<file path="config.mk">
export PLATFORM = sky130hd
export DESIGN_NAME = game_sequencer_flat
export DESIGN_NICKNAME = d
export VERILOG_FILES = /design/src/rtl/game_sequencer_pkg.sv /design/src/rtl/game_sequencer_if.sv /design/src/rtl/game_sequencer_frame_timer.sv /design/src/rtl/game_sequencer.sv /design/src/flat_wrapper.sv
export SDC_FILE = /design/constraint.sdc
export NUM_CORES = 1
export LEC_CHECK = 0
export CAP_MARGIN = 20
export CORE_ASPECT_RATIO = 0.7
export CORE_MARGIN = 4
export CORE_UTILIZATION = 43
export CTS_BUF_LIST = sky130_fd_sc_hd__clkbuf_16
export DETAILED_ROUTE_END_ITERATION = 8
export PLACE_DENSITY_LB_ADDON = 0.1
export SLEW_MARGIN = 25
export SYNTH_ARGS = -nofsm -noshare
export SYNTH_HDL_FRONTEND = slang
export SYNTH_HIERARCHICAL = 1
export SYNTH_SLANG_ARGS = --single-unit
</file>
<file path="constraint.sdc">
create_clock -name clk -period 2.15 [get_ports clk]
set_input_delay 0.43 -clock clk [delete_from_list [all_inputs] [get_ports clk]]
set_output_delay 0.43 -clock clk [all_outputs]
set_load 0.05 [all_outputs]
</file>
<file path="src/rtl/game_sequencer_pkg.sv">
// Shared constants for the game-flow controller: state codes, default
// dwell times, wave ceiling and timer width.
package game_constants;

    localparam int TIMER_W            = 8;
    localparam int DEF_START_FRAMES   = 60;
    localparam int DEF_HIT_FRAMES     = 90;
    localparam int DEF_CLEAR_FRAMES   = 120;
    localparam int DEF_OVER_FRAMES    = 180;
    localparam int DEF_MAX_WAVE       = 7;

    typedef enum logic [2:0] {
        ST_ATTRACT     = 3'd0,
        ST_START_DELAY = 3'd1,
        ST_PLAYING     = 3'd2,
        ST_PLAYER_HIT  = 3'd3,
        ST_WAVE_CLEAR  = 3'd4,
        ST_GAME_OVER   = 3'd5
    } state_e;

    // Timer counts down to zero inclusive, so a dwell of N frames loads N-1.
    function automatic logic [TIMER_W-1:0] timer_load(input int n);
        return TIMER_W'(n - 1);
    endfunction

endpackage

</file>
<file path="src/rtl/game_sequencer_if.sv">
// Bus between the game-flow controller and the rest of the game logic.
interface game_sequencer_if;
    logic       frame;
    logic       start_btn;
    logic       player_hit;
    logic [1:0] lives;
    logic [5:0] invaders_left;
    logic       invaders_landed;
    logic [2:0] state;
    logic       run;
    logic       new_game;
    logic       new_wave;
    logic [2:0] wave;
    logic       show_title;
    logic       show_game_over;

    modport master (
        output frame, start_btn, player_hit, lives, invaders_left, invaders_landed,
        input  state, run, new_game, new_wave, wave, show_title, show_game_over
    );

    modport slave (
        input  frame, start_btn, player_hit, lives, invaders_left, invaders_landed,
        output state, run, new_game, new_wave, wave, show_title, show_game_over
    );
endinterface

</file>
<file path="src/rtl/game_sequencer_frame_timer.sv">
// Frame-paced down-counter. Expires on a frame where the count is already
// zero, giving a dwell of load_val+1 frames after the loading frame.
module frame_timer
    import game_constants::*;
(
    input  logic               clk,
    input  logic               rst_n,
    input  logic               load,
    input  logic [TIMER_W-1:0] load_val,
    input  logic               frame,
    output logic               expired
);

    logic [TIMER_W-1:0] r_cnt;

    // Load wins over decrement; count parks at zero between uses.
    always_ff @(posedge clk or negedge rst_n) begin
        if (!rst_n)
            r_cnt <= '0;
        else if (load)
            r_cnt <= load_val;
        else if (frame && (r_cnt != '0))
            r_cnt <= r_cnt - 1'b1;
    end

    assign expired = frame && (r_cnt == '0);

endmodule

</file>
<file path="src/rtl/game_sequencer.sv">
// Game-flow controller: title -> start delay -> play, with hit freeze,
// wave clear and game over. Everything advances only on frame strobes.
module game_sequencer
    import game_constants::*;
#(
    parameter int START_FRAMES = DEF_START_FRAMES,
    parameter int HIT_FRAMES   = DEF_HIT_FRAMES,
    parameter int CLEAR_FRAMES = DEF_CLEAR_FRAMES,
    parameter int OVER_FRAMES  = DEF_OVER_FRAMES,
    parameter int MAX_WAVE     = DEF_MAX_WAVE
)(
    input  logic             clk,
    input  logic             rst_n,
    game_sequencer_if.slave  io_bus
);

    localparam logic [2:0] W_MAX = 3'(MAX_WAVE);

    state_e             r_state, w_state_nxt;
    logic               r_btn_q, r_start_req, w_start;
    logic               w_load, w_expired, w_new_game, w_new_wave;
    logic [TIMER_W-1:0] w_load_val;
    logic               r_new_game, r_new_wave, r_run, r_show_title, r_show_go;
    logic [2:0]         r_wave;

    // A rising edge in the same clk as a frame counts for that frame.
    assign w_start = r_start_req | (io_bus.start_btn & ~r_btn_q);

    frame_timer u_timer (
        .clk      (clk),
        .rst_n    (rst_n),
        .load     (w_load),
        .load_val (w_load_val),
        .frame    (io_bus.frame),
        .expired  (w_expired)
    );

    // Sticky start request; every frame either consumes or discards it.
    always_ff @(posedge clk or negedge rst_n) begin
        if (!rst_n) begin
            r_btn_q     <= 1'b0;
            r_start_req <= 1'b0;
        end else begin
            r_btn_q <= io_bus.start_btn;
            if (io_bus.frame)
                r_start_req <= 1'b0;
            else if (io_bus.start_btn && !r_btn_q)
                r_start_req <= 1'b1;
        end
    end

    // Next-state, timer load and pulse requests; only frames move anything.
    always_comb begin
        w_state_nxt = r_state;
        w_load      = 1'b0;
        w_load_val  = '0;
        w_new_game  = 1'b0;
        w_new_wave  = 1'b0;
        if (io_bus.frame) begin
            case (r_state)
                ST_ATTRACT: if (w_start) begin
                    w_state_nxt = ST_START_DELAY;
                    w_load      = 1'b1;
                    w_load_val  = timer_load(START_FRAMES);
                    w_new_game  = 1'b1;
                end
                ST_START_DELAY: if (w_expired) w_state_nxt = ST_PLAYING;
                ST_PLAYING: begin
                    if (io_bus.invaders_landed || (io_bus.lives == 2'd0) ||
                        (io_bus.player_hit && (io_bus.lives == 2'd1))) begin
                        w_state_nxt = ST_GAME_OVER;
                        w_load      = 1'b1;
                        w_load_val  = timer_load(OVER_FRAMES);
                    end else if (io_bus.player_hit) begin
                        w_state_nxt = ST_PLAYER_HIT;
                        w_load      = 1'b1;
                        w_load_val  = timer_load(HIT_FRAMES);
                    end else if (io_bus.invaders_left == 6'd0) begin
                        w_state_nxt = ST_WAVE_CLEAR;
                        w_load      = 1'b1;
                        w_load_val  = timer_load(CLEAR_FRAMES);
                    end
                end
                ST_PLAYER_HIT: if (w_expired) w_state_nxt = ST_PLAYING;
                ST_WAVE_CLEAR: if (w_expired) begin
                    w_state_nxt = ST_START_DELAY;
                    w_load      = 1'b1;
                    w_load_val  = timer_load(START_FRAMES);
                    w_new_wave  = 1'b1;
                end
                ST_GAME_OVER: if (w_expired) w_state_nxt = ST_ATTRACT;
                default: w_state_nxt = ST_ATTRACT;
            endcase
        end
    end

    // State, registered decodes, pulses and wave count all update together.
    always_ff @(posedge clk or negedge rst_n) begin
        if (!rst_n) begin
            r_state      <= ST_ATTRACT;
            r_run        <= 1'b0;
            r_show_title <= 1'b1;
            r_show_go    <= 1'b0;
            r_new_game   <= 1'b0;
            r_new_wave   <= 1'b0;
            r_wave       <= 3'd0;
        end else begin
            r_state      <= w_state_nxt;
            r_run        <= (w_state_nxt == ST_PLAYING);
            r_show_title <= (w_state_nxt == ST_ATTRACT);
            r_show_go    <= (w_state_nxt == ST_GAME_OVER);
            r_new_game   <= w_new_game;
            r_new_wave   <= w_new_wave;
            if (w_new_game)
                r_wave <= 3'd0;
            else if (w_new_wave)
                r_wave <= (r_wave >= W_MAX) ? W_MAX : r_wave + 3'd1;
        end
    end

    assign io_bus.state          = r_state;
    assign io_bus.run            = r_run;
    assign io_bus.new_game       = r_new_game;
    assign io_bus.new_wave       = r_new_wave;
    assign io_bus.wave           = r_wave;
    assign io_bus.show_title     = r_show_title;
    assign io_bus.show_game_over = r_show_go;

endmodule

</file>
<file path="src/flat_wrapper.sv">
// flat-port wrapper written by rule: the top's interface ports become plain ports
module game_sequencer_flat import game_constants::*;
#(
    parameter int START_FRAMES = DEF_START_FRAMES,
    parameter int HIT_FRAMES   = DEF_HIT_FRAMES,
    parameter int CLEAR_FRAMES = DEF_CLEAR_FRAMES,
    parameter int OVER_FRAMES  = DEF_OVER_FRAMES,
    parameter int MAX_WAVE     = DEF_MAX_WAVE
)
  (clk, rst_n, io_bus_frame, io_bus_start_btn, io_bus_player_hit, io_bus_lives, io_bus_invaders_left, io_bus_invaders_landed, io_bus_state, io_bus_run, io_bus_new_game, io_bus_new_wave, io_bus_wave, io_bus_show_title, io_bus_show_game_over);
  game_sequencer_if io_bus_i ();
  input  logic clk;
  input  logic rst_n;
  input wire logic [$bits(io_bus_i.frame)-1:0] io_bus_frame;
  input wire logic [$bits(io_bus_i.start_btn)-1:0] io_bus_start_btn;
  input wire logic [$bits(io_bus_i.player_hit)-1:0] io_bus_player_hit;
  input wire logic [$bits(io_bus_i.lives)-1:0] io_bus_lives;
  input wire logic [$bits(io_bus_i.invaders_left)-1:0] io_bus_invaders_left;
  input wire logic [$bits(io_bus_i.invaders_landed)-1:0] io_bus_invaders_landed;
  output wire logic [$bits(io_bus_i.state)-1:0] io_bus_state;
  output wire logic [$bits(io_bus_i.run)-1:0] io_bus_run;
  output wire logic [$bits(io_bus_i.new_game)-1:0] io_bus_new_game;
  output wire logic [$bits(io_bus_i.new_wave)-1:0] io_bus_new_wave;
  output wire logic [$bits(io_bus_i.wave)-1:0] io_bus_wave;
  output wire logic [$bits(io_bus_i.show_title)-1:0] io_bus_show_title;
  output wire logic [$bits(io_bus_i.show_game_over)-1:0] io_bus_show_game_over;
  assign io_bus_i.frame = io_bus_frame;
  assign io_bus_i.start_btn = io_bus_start_btn;
  assign io_bus_i.player_hit = io_bus_player_hit;
  assign io_bus_i.lives = io_bus_lives;
  assign io_bus_i.invaders_left = io_bus_invaders_left;
  assign io_bus_i.invaders_landed = io_bus_invaders_landed;
  assign io_bus_state = io_bus_i.state;
  assign io_bus_run = io_bus_i.run;
  assign io_bus_new_game = io_bus_i.new_game;
  assign io_bus_new_wave = io_bus_i.new_wave;
  assign io_bus_wave = io_bus_i.wave;
  assign io_bus_show_title = io_bus_i.show_title;
  assign io_bus_show_game_over = io_bus_i.show_game_over;
  game_sequencer #(.START_FRAMES(START_FRAMES), .HIT_FRAMES(HIT_FRAMES), .CLEAR_FRAMES(CLEAR_FRAMES), .OVER_FRAMES(OVER_FRAMES), .MAX_WAVE(MAX_WAVE)) u_core (.clk(clk), .rst_n(rst_n), .io_bus(io_bus_i));
endmodule
</file>
==> summary.md, run 1 <==
Count of flip-flops with a built-in enable after synthesis: 0. The critical path in this run is classified as reg -> reg. The run gives 0 as the residual antenna-violating net count after detailed routing. On the worst path, the slowest cell contributes a delay of 410 ps. On the critical path the largest part of the delay comes from simple AND/OR/NAND/NOR gates.

STA classifies the critical path startpoint as a flip-flop. Walking the worst path, the cells encountered are inv_2 -> ha_4 -> nor3b_4 -> and3_4 -> nand2b_4 -> o311ai_4 -> a21oi_1 -> buf_4 -> nor2b_1 -> a221o_1. The global-route wire length before repair was 5.47 mm; the ratio of routed vias to standard cells was 5.41. The critical path contains buffers and inverters numbering 2 combined. The CTS buffer count is 3, and the average instance area after synthesis is 10.1 um2. The tools report the final number of max-transition violations as 0. The number of setup violations in the final report was 0. The die is 74.3 um wide. For this run, the top clock speed supported by timing is 482 MHz. The quantity of hold-fixing buffers added after cts was 0. The beginning of the worst register-to-register path was u_core/u_timer/r_cnt[1].

The number of distinct library cells after synthesis was 46; the final sum of negative setup slack was 0 ps. In this run the number of cells on the critical path is 10. The tools report the half-perimeter wire length after detailed placement as 2.45 mm. Input and output buffers added on the ports amount to 24. The repair_antennas step left the layout with diodes totalling 0. After the first detailed-routing iteration, the DRC count stood at 86. The mapped netlist covers 1320 um2. The run gives 223 as the number of non-filler instances in the completed layout.

For the final database, setup skew stands at 2.86 ps. The synthesized netlist devotes 28.0% of its cell area to simple gates. In the synthesized netlist, the number of instances is 131. At the worst endpoint, the arrival time is 2210 ps.

The total vias in the final route was 1207. The count of placed standard cells including taps is 210. The compound-gate portion of the synthesized area is 22.4%, and the share of layout cells above drive strength 1 is 34.8%.

Compared with the post-synthesis result, the final layout area differs by 47.9%. The synthesized-area fraction occupied by adder cells works out to 2.84%. After clock tree synthesis, the clock-pin slew on the worst setup and hold paths is 60 ps.

Kind of end point of the critical path: a flip-flop. Clock sink count: 21. In the routed design, unresolved DRC markers number 0.

Counting along the longest clock path gives a buffer depth of 2. The multiplexer fraction of the synthesized cell area came out at 0.758%. The share of the Yosys chip area taken by registers is 39.9%. In this run the critical register-to-register path is captured at u_core/u_timer/r_cnt[5]. The tools report the number of antenna violations at the first check in global routing as 0. The tools report the insertion delay of the later-clocked pin in the worst-skew pair as 250 ps. The height of the chip came out at 54.4 um. Top flip-flop cell by instance count after synthesis: sky130_fd_sc_hd__dfrtp_1. In this run the tightest slew margin relative to its limit is 65.5%. For the count of standard-cell rows, the log shows 16. For the pin with the worst max-slew slack, the measured transition is 516 ps. IR analysis of the VDD net gives a maximum drop of 0.437 mV. TritonCTS built the clock tree. At the worst endpoint, the required time is 2290 ps.

Count of final hold-check violations: 0. The largest driver fanout on the critical path was 8. The overall fraction of global-route tracks in use was 17.8%; the wire length per cell after detailed routing was 15.1 um.

Power spread over the standard cell area amounts to 1030 nW/um2. At the end of routability-driven placement, the weighted congestion stood at 0.877. The final clock period utilization by the worst path was 96.4%; the number of fill cells in the layout was 208. At the end of the flow, the number of nets in the layout was 205. The slowest stage of the critical path is the sky130_fd_sc_hd__dfrtp_1 cell. For the total congestion overflow, the log shows 0.

After synthesis, the largest family of logic cells by area is simple AND/OR/NAND/NOR gates. The class of the most critical hold timing path is in -> async. The synthesized flop and latch total is 21.

The parity-gate share of the synthesized area counting xor and xnor cells was 1.33%; the post-layout minimum cycle time was 2070 ps. The floorplan step defined a die boundary enclosing 4040 um2. The tools report the overall routed net length as 3.37 mm. The depth of the CTS H-tree is 1. Cells fill 68.3% of the core in the end. The tree is rooted in a sky130_fd_sc_hd__clkbuf_16. The number of synthesis warnings is 6.

The logs give 80 ps for the register-to-register setup slack and 46.2% for the initial core utilization. The run finished with clean final reports. 25 I/O pins were placed.

The total leakage power came out at 0.817 nW. Of all flip-flops after synthesis, the portion carrying an async set or reset was 100%. The number of nets in the synthesized netlist came out at 148. The tool flagged a number of max-cap violations equal to 0. Entering global routing, the biggest net connects 22 pins. The via count of the first global-routing pass was 1161; the placeable core region was 2860 um2. For the worst flop-to-flop path, the logic depth is 10. The pre-antenna-repair detailed-routing pass consisted of 4 iterations.
## where the power goes
group	switching [mW]	internal [mW]
Clock	0.143	0.248
Combinational	0.467	0.450
Sequential	0.190	0.507
## how the worst max path moves through the flow
stage | start | slack (ps) | to
after floorplan | u_core/u_timer/r_cnt[6] | 7 | u_core/u_timer/r_cnt[5]
after global placement | io_bus_invaders_left[1] | -330 | u_core/u_timer/r_cnt[5]
after detailed placement | io_bus_invaders_left[1] | -420 | u_core/u_timer/r_cnt[5]
after CTS | u_core/u_timer/r_cnt[1] | 30 | u_core/u_timer/r_cnt[5]
after global routing | u_core/u_timer/r_cnt[1] | -10 | u_core/u_timer/r_cnt[3]
final | u_core/u_timer/r_cnt[1] | 80 | u_core/u_timer/r_cnt[5]
## sequential cells by signal, summed over array words and instances, names as in the netlist
signal / flops
u_core/u_timer/r_cnt: 8
u_core/io_bus.state: 3
u_core/io_bus.wave: 3
u_core/io_bus.new_game: 1
u_core/io_bus.new_wave: 1
u_core/io_bus.run: 1
u_core/io_bus.show_game_over: 1
u_core/io_bus.show_title: 1
u_core/r_btn_q: 1
u_core/r_start_req: 1
## cells in the mapped netlist, types with 2 or more instances
library cell                n  area share, %
sky130_fd_sc_hd__nor4_4     3            4.8
sky130_fd_sc_hd__nand2_1   11            3.1
sky130_fd_sc_hd__a21oi_1   13            4.9
sky130_fd_sc_hd__ha_1       3            2.8
sky130_fd_sc_hd__nand2b_1   2           0.95
sky130_fd_sc_hd__nor3_1     7            2.7
sky130_fd_sc_hd__dfrtp_1   20             38
sky130_fd_sc_hd__nor2b_1    4            1.9
sky130_fd_sc_hd__and3_1     3            1.4
sky130_fd_sc_hd__buf_4      2            1.1
sky130_fd_sc_hd__o21ai_1    2           0.76
sky130_fd_sc_hd__o221a_2    3            2.6
sky130_fd_sc_hd__a211oi_1   2            1.1
sky130_fd_sc_hd__inv_1      9            2.6
sky130_fd_sc_hd__xnor2_1    2            1.3
sky130_fd_sc_hd__nor2_1     8            2.3
sky130_fd_sc_hd__o21ai_0    7            2.7
sky130_fd_sc_hd__nand3_1    2           0.76
## logic make-up (layout without fill, tap and decap cells)
logic type               count (synthesis)  count (layout)
adder cells (fa/ha/maj)                  3               3
multiplexers                             1               1
XOR/XNOR                                 2               2
AND/OR/NAND/NOR                         54              54
flip-flops                              21              21
buffers and inverters                   12              68
AO/OA/AOI/OAI                           38              38
## layout make-up
type / instances / area [um2] / area share, %
clock buffer: 3 / 75.1 / 3.84
multi-input combinational: 98 / 808 / 41.4
tap: 36 / 45.0 / 2.30
clock inverter: 1 / 3.75 / 0.192
sequential: 21 / 527 / 27.0
timing repair buffer: 55 / 462 / 23.6
inverter: 9 / 33.8 / 1.73
## stage by stage
step	hold slack [ps]	total power [mW]	cell area (um2)	setup slack [ps]
3_3_place_gp	561	1.51	1780	-331
2_1_floorplan	134	1.25	1370	6.58
4_1_cts	536	1.94	1910	27.2
3_5_place_dp	584	1.53	1780	-415
6_report	526	2.00	1950	76.9
5_1_grt	546	2.12	1950	-14.5
## layout by cell type (no fill, tap or decap), drive strengths merged, types with 3 or more instances in the layout
cell type	n
and3	3
o21ai	9
o221a	3
buf	34
a21oi	13
nor4	3
dfrtp	20
dlygate4sd2	3
clkbuf	3
nor3	7
nand2	12
clkdlybuf4s50	18
nor2b	4
inv	10
a211oi	3
ha	3
nor2	8
## routing by layer
layer  global-route usage, %  vias up  share of wire, %
met5                       0        -                 0
met4                    4.73        0              0.56
met3                    5.69        4               7.8
met2                    28.5       39                45
met1                    23.4      558                47
li1                        -      606                 -
## what timing repair did
action,4_1_cts,5_1_grt
hold endpoints to repair,0,0
setup endpoints to repair,7,9
setup buffers,5,4
pin swaps,5,6
gates resized for setup,6,4
Power figures use the tool's default switching activity.
==> inputs of run 2 (changes only) <==
Settings changed: DONT_BUFFER_PORTS set to 1.
==> summary.md, run 2 (synthesized netlist as in run 1, its figures left out) <==
The die is 74.3 um wide. The depth of the CTS H-tree was 1. The top cell types in the final layout, fill and taps aside, are 24 x sky130_fd_sc_hd__buf_4, 20 x sky130_fd_sc_hd__dfrtp_1, 12 x sky130_fd_sc_hd__a21oi_1, 10 x sky130_fd_sc_hd__nand2_1. Number of cells on the worst reg-to-reg path: 10.

In this run the power density over the cells is 1160 nW/um2. Number of antenna violations at the first check in global routing: 0. The number of non-filler instances in the completed layout is 195, and the peak ir drop on the vdd network is 0.528 mV.

The half-perimeter wire length after detailed placement was 2.29 mm; the final antenna diode count was 0. For the overall routed net length, the log shows 3.25 mm. The run gives 0 as the number of design rule violations left after detail routing. The run finished with clean final reports.

For the critical path data required time, the log shows 2290 ps. The fmax came out at 475 MHz. The total leakage power is 0.704 nW. For the count of placed standard cells including taps, the log shows 179. The depth of the critical timing path with buffers and inverters included was 10. Broken down by cell family, the worst path's largest delay share belongs to simple AND/OR/NAND/NOR gates.

Entering global routing, the biggest net connects 21 pins. Walking the worst path, the cells encountered are inv_2 -> ha_4 -> nor3b_4 -> and3_4 -> nand2b_4 -> o311ai_4 -> a21oi_2 -> buf_6 -> nor2b_1 -> a221o_1. The kind of end point of the critical path was a flip-flop. The run gives 17.2% as the overall fraction of global-route tracks in use. Across all hold checks on the routed design, the worst slack comes to 12.8 ps. The number of buffers on the longest clock path is 2, and the delay contributed by the slowest stage of the critical path is 400 ps. The final number of max-transition violations is 0, and the ratio of routed vias to standard cells is 5.73. The register with the most flip-flops in the layout has 8 of them.

The final sum of negative setup slack was 0 ps. Most common cell after layout, fill and taps aside: sky130_fd_sc_hd__buf_4. After the first detailed-routing iteration, the DRC count stood at 72. Data arrives at the worst endpoint at 2240 ps. The total iterations of the first detailed-routing run is 4.

For the worst-skew pair, the clock arrives at the later sink with an insertion delay of 250 ps. CTS saw 21 sinks. The tools report the relative max-transition margin as 53.0%. The via count of the first global-routing pass was 1112. The slew at the pin with the worst max-slew slack was 696 ps. The library cell contributing the largest single delay on the critical path is sky130_fd_sc_hd__dfrtp_1. Once the floorplan was initialized, standard cells occupied 46.2% of the core. Together, buffers and inverters on the worst path number 2. The floorplan die area was 4040 um2; the post-layout minimum cycle time was 2100 ps.

From synthesis to final layout, the design area changed by 27.4%. Buffers inserted during clock tree synthesis total 3. TritonCTS built the clock tree. In this run the core area contains 16 standard-cell rows. The layout has 250 filler cells.

The tools report the net total in the final layout as 177. Clock skew on the completed layout was measured at 2.64 ps. The count of final hold-check violations came out at 0. Sort of element at the start of the critical path: a flip-flop. Class of the most critical hold timing path: in -> async. In this run the tool buffered the top-level ports with 0 buffer cells. The first global-routing pass estimated 5.22 mm of wire. Height of the chip: 54.4 um. Setup violations remaining at the end of the flow were counted as 0.

The worst register-to-register path has a setup slack of 50 ps. The worst setup path is of the reg -> reg kind. After detailed routing, the average wire length per cell comes to 16.6 um.

The residual antenna-violating net count after detailed routing is 0. More flip-flops sit in one register than any other, and that register is u_core/u_timer/r_cnt. The total vias in the final route was 1118. The number of maximum-capacitance constraint violations was 0.

The final clock period utilization by the worst path came out at 97.8%. The post-route netlist has 36.5% of its cells at a drive strength greater than 1. The weighted congestion at the end of routability-driven global placement came out at 0.792.

Clock-pin slew was measured on the worst setup and hold paths at 60 ps. Of all nets on the critical path, the largest fanout is 7. The placeable core region is 2860 um2. Buffer cell driving the clock tree root: sky130_fd_sc_hd__clkbuf_16.

The total congestion overflow is 0, and the I/O pin total is 25.
## run 2: cell count changes in the layout (fill, tap and decap cells not counted), sizes merged
cell	change
clkdlybuf4s50	-18
dlygate4sd2	-3
buf	-7
## run 2: worst register-to-register path, cell delays in order (launching register included)
cell,delay [ps]
sky130_fd_sc_hd__dfrtp_1,400
sky130_fd_sc_hd__inv_2,90
sky130_fd_sc_hd__ha_4,130
sky130_fd_sc_hd__nor3b_4,220
sky130_fd_sc_hd__and3_4,220
sky130_fd_sc_hd__nand2b_4,120
sky130_fd_sc_hd__o311ai_4,110
sky130_fd_sc_hd__a21oi_2,210
sky130_fd_sc_hd__buf_6,150
sky130_fd_sc_hd__nor2b_1,50
sky130_fd_sc_hd__a221o_1,280
## run 2: per-layer routing
layer	vias up	routed length (um)	GRT usage, %
met1	537	1540	23.1
met4	0	8	2.66
met3	2	238	4.77
met5	-	0	0
met2	39	1460	28.5
li1	540	-	-
## run 2: report_power, final
part           internal [mW]  switching [mW]
Sequential             0.508           0.219
Clock                  0.248           0.147
Combinational          0.400           0.432
## run 2: path summary, 6_finish.rpt
path,endpoint,startpoint
worst max register to register,u_core/u_timer/r_cnt[5],u_core/u_timer/r_cnt[1]
worst max-delay path,u_core/u_timer/r_cnt[5],u_core/u_timer/r_cnt[1]
worst min-delay path,u_core/io_bus.show_title,rst_n
max in group asynchronous,u_core/u_timer/r_cnt[1],rst_n
worst min register to register,u_core/r_start_req,u_core/r_start_req
min in group clk,u_core/r_btn_q,io_bus_start_btn
## run 2: metrics by stage
stage	cell area (um2)	utilization [%]	setup slack [ps]	power, mW
after global placement	1490	52.2	33.5	1.44
final	1680	58.8	46.7	1.95
after detailed placement	1490	52.2	-38.0	1.46
after floorplan	1370	-	6.58	1.25
after global routing	1680	58.8	-47.1	2.07
after CTS	1580	55.3	0.342	1.87
## run 2: layout make-up
| class | instances | area (um2) | area share, % |
|---|---|---|---|
| Sequential cell | 21 | 527 | 31.3 |
| Timing Repair Buffer | 27 | 201 | 12.0 |
| Multi-Input combinational cell | 98 | 797 | 47.4 |
| Clock inverter | 1 | 3.75 | 0.223 |
| Tap cell | 36 | 45.0 | 2.68 |
| Clock buffer | 3 | 75.1 | 4.46 |
| Inverter | 9 | 33.8 | 2.01 |
## run 2: what timing repair did
action | CTS | global route
endpoints found under the hold margin | 20 | 0
hold buffers | 1 | 0
setup endpoints to repair | 0 | 9
resized for setup | 0 | 7
setup buffers | 0 | 10
